--- src/rtl/mxint8_block_dequant_pkg.sv ---
// Shared constants and types for the MXINT8 block dequantiser.
// Optional subnormal output is enabled by defining MXINT8_DEQUANT_SUBNORMAL_EN.
package mxint8_block_dequant_pkg;

  localparam int SCALE_WIDTH          = 8;
  localparam int MXINT8_ELEMENT_WIDTH = 8;
  localparam int MXINT8_FRAC_BITS     = 6;
  localparam int FLOAT32_WIDTH        = 32;
  localparam int FLOAT32_EXP_WIDTH    = 8;
  localparam int FLOAT32_MANT_WIDTH   = 23;

  localparam logic [SCALE_WIDTH-1:0]   SCALE_NAN       = 8'hFF;
  localparam logic [FLOAT32_WIDTH-1:0] FLOAT32_QNAN    = 32'h7FC0_0000;
  localparam logic [FLOAT32_WIDTH-1:0] FLOAT32_NEG_MAX = 32'hFF7F_FFFF;

  typedef enum logic {
    IDLE   = 1'b0,
    STREAM = 1'b1
  } state_t;

endpackage

--- src/rtl/mxint8_element_to_float32.sv ---
// Combinational {E8M0 scale, int8 1.6 element} -> exact float32.
// E<=0 results become subnormals when MXINT8_DEQUANT_SUBNORMAL_EN is defined, else signed zero.
module mxint8_element_to_float32
  import mxint8_block_dequant_pkg::*;
(
  input  logic [SCALE_WIDTH-1:0]          scale,
  input  logic [MXINT8_ELEMENT_WIDTH-1:0] element,
  output logic [FLOAT32_WIDTH-1:0]        float32
);

  logic              sign;
  logic [7:0]        mag;
  logic [2:0]        msb;
  logic signed [9:0] exp_b;
  logic [6:0]        frac;
`ifdef MXINT8_DEQUANT_SUBNORMAL_EN
  logic [FLOAT32_MANT_WIDTH-1:0] sub_mant;
`endif

  always_comb begin
    sign = element[7];
    // -128 negates to 8'h80, which is the correct unsigned magnitude
    mag  = sign ? (8'd0 - element) : element;
    msb  = '0;
    for (int i = 0; i < 8; i++) begin
      if (mag[i]) msb = 3'(i);
    end
    exp_b = $signed({2'b00, scale}) + $signed({7'b0, msb}) - 10'(MXINT8_FRAC_BITS);
    frac  = 7'(mag << (3'd7 - msb));
`ifdef MXINT8_DEQUANT_SUBNORMAL_EN
    // Only used when exp_b <= 0, which bounds scale to 6 and keeps the shift exact
    sub_mant = {15'd0, mag} << (6'(scale) + 6'd16);
`endif

    float32 = '0;
    if (scale == SCALE_NAN) begin
      float32 = FLOAT32_QNAN;
    end else if (mag == 8'd0) begin
      float32 = '0;
    end else if (exp_b >= 10'sd255) begin
      float32 = {sign, FLOAT32_NEG_MAX[30:0]};
    end else if (exp_b <= 10'sd0) begin
`ifdef MXINT8_DEQUANT_SUBNORMAL_EN
      float32 = {sign, 8'd0, sub_mant};
`else
      float32 = {sign, 31'd0};
`endif
    end else begin
      float32 = {sign, exp_b[7:0], frac, 16'd0};
    end
  end

endmodule

--- src/rtl/mxint8_block_dequant.sv ---
// Captures one MXINT8 block and streams it out as float32, one element per beat.
// Subnormal handling follows MXINT8_DEQUANT_SUBNORMAL_EN (see mxint8_element_to_float32).
module mxint8_block_dequant
  import mxint8_block_dequant_pkg::*;
#(
  parameter int BLOCK_SIZE = 32,
  parameter int IDX_W      = $clog2(BLOCK_SIZE)
) (
  input  logic                                       i_clk,
  input  logic                                       i_rst_n,
  input  logic                                       i_valid,
  output logic                                       o_ready,
  input  logic [SCALE_WIDTH-1:0]                     i_scale,
  input  logic [BLOCK_SIZE*MXINT8_ELEMENT_WIDTH-1:0] i_mxint8_elements,
  output logic                                       o_valid,
  input  logic                                       i_ready,
  output logic [FLOAT32_WIDTH-1:0]                   o_float32,
  output logic [IDX_W-1:0]                           o_index,
  output logic                                       o_last,
  output state_t                                     dbg_state
);

  // Handshakes: a transfer happens on a rising edge where valid & ready are both high;
  // valid never waits on ready, and payload is held stable while valid & ~ready.

  state_t                                     state_q, state_d;
  logic [SCALE_WIDTH-1:0]                     scale_q;
  logic [BLOCK_SIZE*MXINT8_ELEMENT_WIDTH-1:0] elems_q;
  logic [IDX_W-1:0]                           index_q, index_d;
  logic                                       capture, accept, beat;
  logic [MXINT8_ELEMENT_WIDTH-1:0]            elem_sel;
  logic [FLOAT32_WIDTH-1:0]                   conv;

  always_comb begin
    state_d = state_q;
    index_d = index_q;
    capture = 1'b0;
    o_valid = (state_q == STREAM);
    o_last  = o_valid && (index_q == IDX_W'(BLOCK_SIZE - 1));
    // Accepting on the last beat lets the next block follow with no bubble
    o_ready = (state_q == IDLE) || (o_last && i_ready);
    accept  = i_valid && o_ready;
    beat    = o_valid && i_ready;
    case (state_q)
      IDLE: begin
        if (accept) begin
          capture = 1'b1;
          index_d = '0;
          state_d = STREAM;
        end
      end
      STREAM: begin
        if (accept) begin
          capture = 1'b1;
          index_d = '0;
        end else if (beat) begin
          if (o_last) begin
            index_d = '0;
            state_d = IDLE;
          end else begin
            index_d = index_q + IDX_W'(1);
          end
        end
      end
      default: state_d = IDLE;
    endcase
  end

  always_ff @(posedge i_clk or negedge i_rst_n) begin
    if (!i_rst_n) begin
      state_q <= IDLE;
      index_q <= '0;
      scale_q <= '0;
      elems_q <= '0;
    end else begin
      state_q <= state_d;
      index_q <= index_d;
      if (capture) begin
        scale_q <= i_scale;
        elems_q <= i_mxint8_elements;
      end
    end
  end

  assign elem_sel = elems_q[{index_q, 3'b000} +: MXINT8_ELEMENT_WIDTH];

  mxint8_element_to_float32 u_conv (
    .scale   (scale_q),
    .element (elem_sel),
    .float32 (conv)
  );

  assign o_float32 = o_valid ? conv : '0;
  assign o_index   = index_q;
  assign dbg_state = state_q;

endmodule

--- config.mk ---
export PLATFORM = sky130hd
export DESIGN_NAME = mxint8_block_dequant
export DESIGN_NICKNAME = d
export VERILOG_FILES = /design/src/rtl/mxint8_block_dequant_pkg.sv /design/src/rtl/mxint8_element_to_float32.sv /design/src/rtl/mxint8_block_dequant.sv
export SDC_FILE = /design/constraint.sdc
export NUM_CORES = 1
export LEC_CHECK = 0
export CAP_MARGIN = 30
export CORE_MARGIN = 2
export CORE_UTILIZATION = 46
export DETAILED_ROUTE_END_ITERATION = 12
export MAX_ROUTING_LAYER = met4
export PLACE_DENSITY_LB_ADDON = 0.08
export SETUP_SLACK_MARGIN = 0.2
export SLEW_MARGIN = 10
export SYNTH_ARGS = -nofsm -noshare
export SYNTH_HDL_FRONTEND = slang
export SYNTH_SLANG_ARGS = --single-unit
--- constraint.sdc ---
create_clock -name i_clk -period 7.84 [get_ports i_clk]
set_input_delay 1.176 -clock i_clk [delete_from_list [all_inputs] [get_ports i_clk]]
set_output_delay 1.176 -clock i_clk [all_outputs]
set_load 0.02 [all_outputs]
==> key figures <==
Run status
  – Status: complete, but fails checks
  – Failing checks: setup timing

Die
  – Die Wd: 177.9 microns
  – CORE AREA: 29,720 sq um
  – DIE HEIGHT: 177.9 microns
  – Row count: 63
  – I/O Pins: 309
  – Die Footprint: 31,660 sq um
  – Initial Utilization: 46.82%

Min path
  – Min-delay src: elems_q[202]$_DFFE_PN0P_
  – Hold Path Class: flip-flop to flip-flop

Setup path
  – Slowest CP cell: or4b_4
  – Crit Path Max Fanout: 11
  – CP Buf/Inv Count: 7
  – Req. time, crit path: 6.66 ns
  – Slowest cell delay on critical path: 0.56 ns
  – Worst EP arrival: 6.81 ns
  – Cell family with most CP delay: simple AND/OR/NAND/NOR gates
  – R2R Path Start: o_index[1]$_DFFE_PN0P_
  – Nature of the critical path startpoint: flip-flop
  – Crit. End Element: output port
  – Setup Crit Path Kind: flip-flop to output port
  – Worst Setup SP: o_index[1]$_DFFE_PN0P_

Run
  – MaxCap Viol Count: 0

Global route
  – Initial antenna violation count: 3
  – First-pass GRT wire length: 62,000 microns
  – GRT Residual Overflow: 0
  – Gr usage total: 26.27%
  – Largest net degree at the start of global routing: 188
  – Vias in the first global route: 10,954

CTS
  – Clk buf depth: 3
  – Clk sink count: 270
  – Clk pin slew, worst setup/hold paths: 0.06 ns
  – Worst-Skew Late Latency: 0.59 ns
  – Hold Buf Count CTS: 0
  – Cts bufs inserted: 30
  – TritonCTS clock tree: built
  – H-tree levels: 1
  – CTS Root Cell: clkbuf_16

Route
  – Vias per Instance: 5.495
  – Drt wl/cell: 21.33 microns
  – Pre-antenna DRT Iters: 4
  – DRC: 0
  – Antenna-violating nets left: 0
  – 1st-iter DRT viols: 632
  – Via count: 10,594
  – Aggregate routed wire length: 41,130 microns

Placement
  – Port bufs: 308
  – Pre-CTS setup slack: -0.2320 ns
  – Gpl congestion: 0.8876
  – DP HPWL: 30,140 microns

Finish
  – Area Overhead vs Synth: 42.67%
  – Filler instances: 2,308
  – Final design utilization: 66.80%
  – Layout net count: 1,790
  – Area of the multi-input gates: 6883 sq um
  – Share of layout cells above drive strength 1: 38.37%
  – Reg area: 6761 sq um

Yosys
  – Post-synthesis cell count: 1,098
  – Post-synth EDFFs: 0
  – Primary FF master, synth: dfrtp_1
  – Post-Syn Area: 13,910 sq um
  – Syn Area/Cell: 12.67 sq um
  – Async SR Flop Fraction: 100.0%
  – Ys Warns: 0
  – Synth Net Count: 1,374
  – Register area share after synthesis: 48.56%
  – Yosys cell types: 76
  – Synthesized flop and latch total: 270

Timing
  – Final Hold Viols: 0
  – RSZ-0062 raised after global routing: yes
  – Setup TNS: -2.229 ns
  – Clk_skew: 0.04753 ns
  – Slew margin rel.: 26.35%
  – Final setup fails: 30
  – Peak Freq: 125.2 MHz
  – Final slew viol count: 0
  – Post-route minimum period: 7.985 ns
  – Worst-margin pin slew: 1.105 ns
  – Crit share post-route: 101.9%
  – Final Worst Setup Slack: -0.1454 ns

Pwr
  – Max IR drop VDD: 425.1 uV
  – Power Density: 519.8 nW/um^2
  – Leakage power: 8.880 nW
[path summary, 6_finish.rpt]
kind / end / slack [ns] / cells after the start
max in group asynchronous: elems_q[235]$_DFFE_PN0P_ / 5.76 / 2
hold reg to reg: elems_q[202]$_DFFE_PN0P_ / 0.50 / 1
min in group asynchronous: elems_q[108]$_DFFE_PN0P_ / 0.57 / 1
setup reg to reg: elems_q[162]$_DFFE_PN0P_ / 4.31 / 11
setup / recovery: o_float32[18] / -0.15 / 27
hold / removal: elems_q[202]$_DFFE_PN0P_ / 0.50 / 1
[registers in the layout, indices dropped and copies added (netlist names)]
name	cells
dbg_state	1
elems_q	256
o_index	5
scale_q	8
[metal layers]
metal | vias to the layer above | share of wire, % | track usage, %
met5 | - | 0 | -
met4 | 0 | 2.4 | 5.806
met3 | 60 | 4.4 | 3.256
met2 | 293 | 49 | 43.10
met1 | 5343 | 44 | 35.09
li1 | 4898 | - | -
[cell usage in the layout (no fill, tap or decap), types with 10 or more instances in the layout]
cell type	n
clkdlybuf4s50_1	276
dfrtp_1	268
mux2_2	266
buf_4	133
mux2i_1	92
a22oi_1	43
buf_6	43
nand2_1	38
clkbuf_16	32
nand3_1	23
nor2_1	22
o21ai_0	15
mux4_2	14
a21oi_1	12
buf_12	11
nor3_1	10
[cell families (layout without fill, tap and decap cells)]
logic type	count (synthesis)	count (layout)	synth area share, %
compound gates	160	160	8.435
simple gates	167	168	6.618
mux	378	378	30.84
fa+ha+maj	8	8	0.7733
flops	270	270	48.56
buf+inv	104	540	4.028
other cells	0	3	0
xor+xnor	11	11	0.7463
[synth_stat cells, types with 3 or more instances]
master | instances | area share [%]
a211oi_1 | 7 | 0.38
a21boi_0 | 5 | 0.27
a21o_1 | 5 | 0.27
a21oi_1 | 16 | 0.58
a22o_1 | 7 | 0.44
a22oi_1 | 48 | 2.6
a31oi_1 | 6 | 0.27
and2_1 | 5 | 0.22
and3_1 | 8 | 0.36
and4_1 | 6 | 0.38
buf_2 | 13 | 0.47
buf_4 | 23 | 1.2
buf_6 | 9 | 0.73
clkbuf_1 | 43 | 1.2
dfrtp_1 | 270 | 49
ha_1 | 7 | 0.63
inv_1 | 13 | 0.35
mux2_2 | 266 | 22
mux2i_1 | 98 | 7.0
mux4_2 | 14 | 2.3
nand2_1 | 39 | 1.1
nand2b_1 | 4 | 0.18
nand3_1 | 26 | 0.94
nand4_1 | 4 | 0.18
nor2_1 | 25 | 0.67
nor2b_1 | 11 | 0.49
nor3_1 | 10 | 0.36
o2111ai_1 | 3 | 0.19
o211ai_1 | 5 | 0.27
o21a_1 | 3 | 0.16
o21ai_0 | 25 | 0.90
o31a_1 | 3 | 0.19
o31ai_1 | 4 | 0.22
or2_1 | 4 | 0.18
or3_1 | 4 | 0.18
xnor2_1 | 6 | 0.38
xor2_1 | 4 | 0.25
[timing repair]
| item | CTS | global route |
|---|---|---|
| endpoints found under the setup margin | 30 | 31 |
| pin swaps | 29 | 20 |
| resized for setup | 214 | 46 |
| setup buffers | 24 | 6 |
| cloned | 2 | 2 |
[per-stage QoR]
stage | std cells | power [mW] | area [sq um] | hold WS (ns)
2_1_floorplan | 1098 | 5.375 | 13990 | 0.4712
3_3_place_gp | 1837 | 8.087 | 18180 | 0.4801
3_5_place_dp | 1837 | 8.142 | 18180 | 0.4851
4_1_cts | 1916 | 9.970 | 19560 | 0.4981
5_1_grt | 1928 | 10.92 | 19850 | 0.5119
6_report | 1928 | 10.32 | 19850 | 0.4995
[report_power, final]
group	internal [mW]	switching [mW]
Sequential	1.57	0.126
Clock	0.835	0.588
Combinational	3.68	3.52
Total	6.09	4.23
[area by class of cell]
cell class	count	area share (%)
Clock buffer	43	4.380
Multi-Input combinational cell	725	34.67
Clock inverter	10	0.6618
Timing Repair Buffer	473	23.45
Inverter	14	0.2773
Sequential cell	270	34.06
Tap cell	390	2.458
Antenna cell	3	0.03782
No activity file was read; power rests on OpenSTA's default activity.
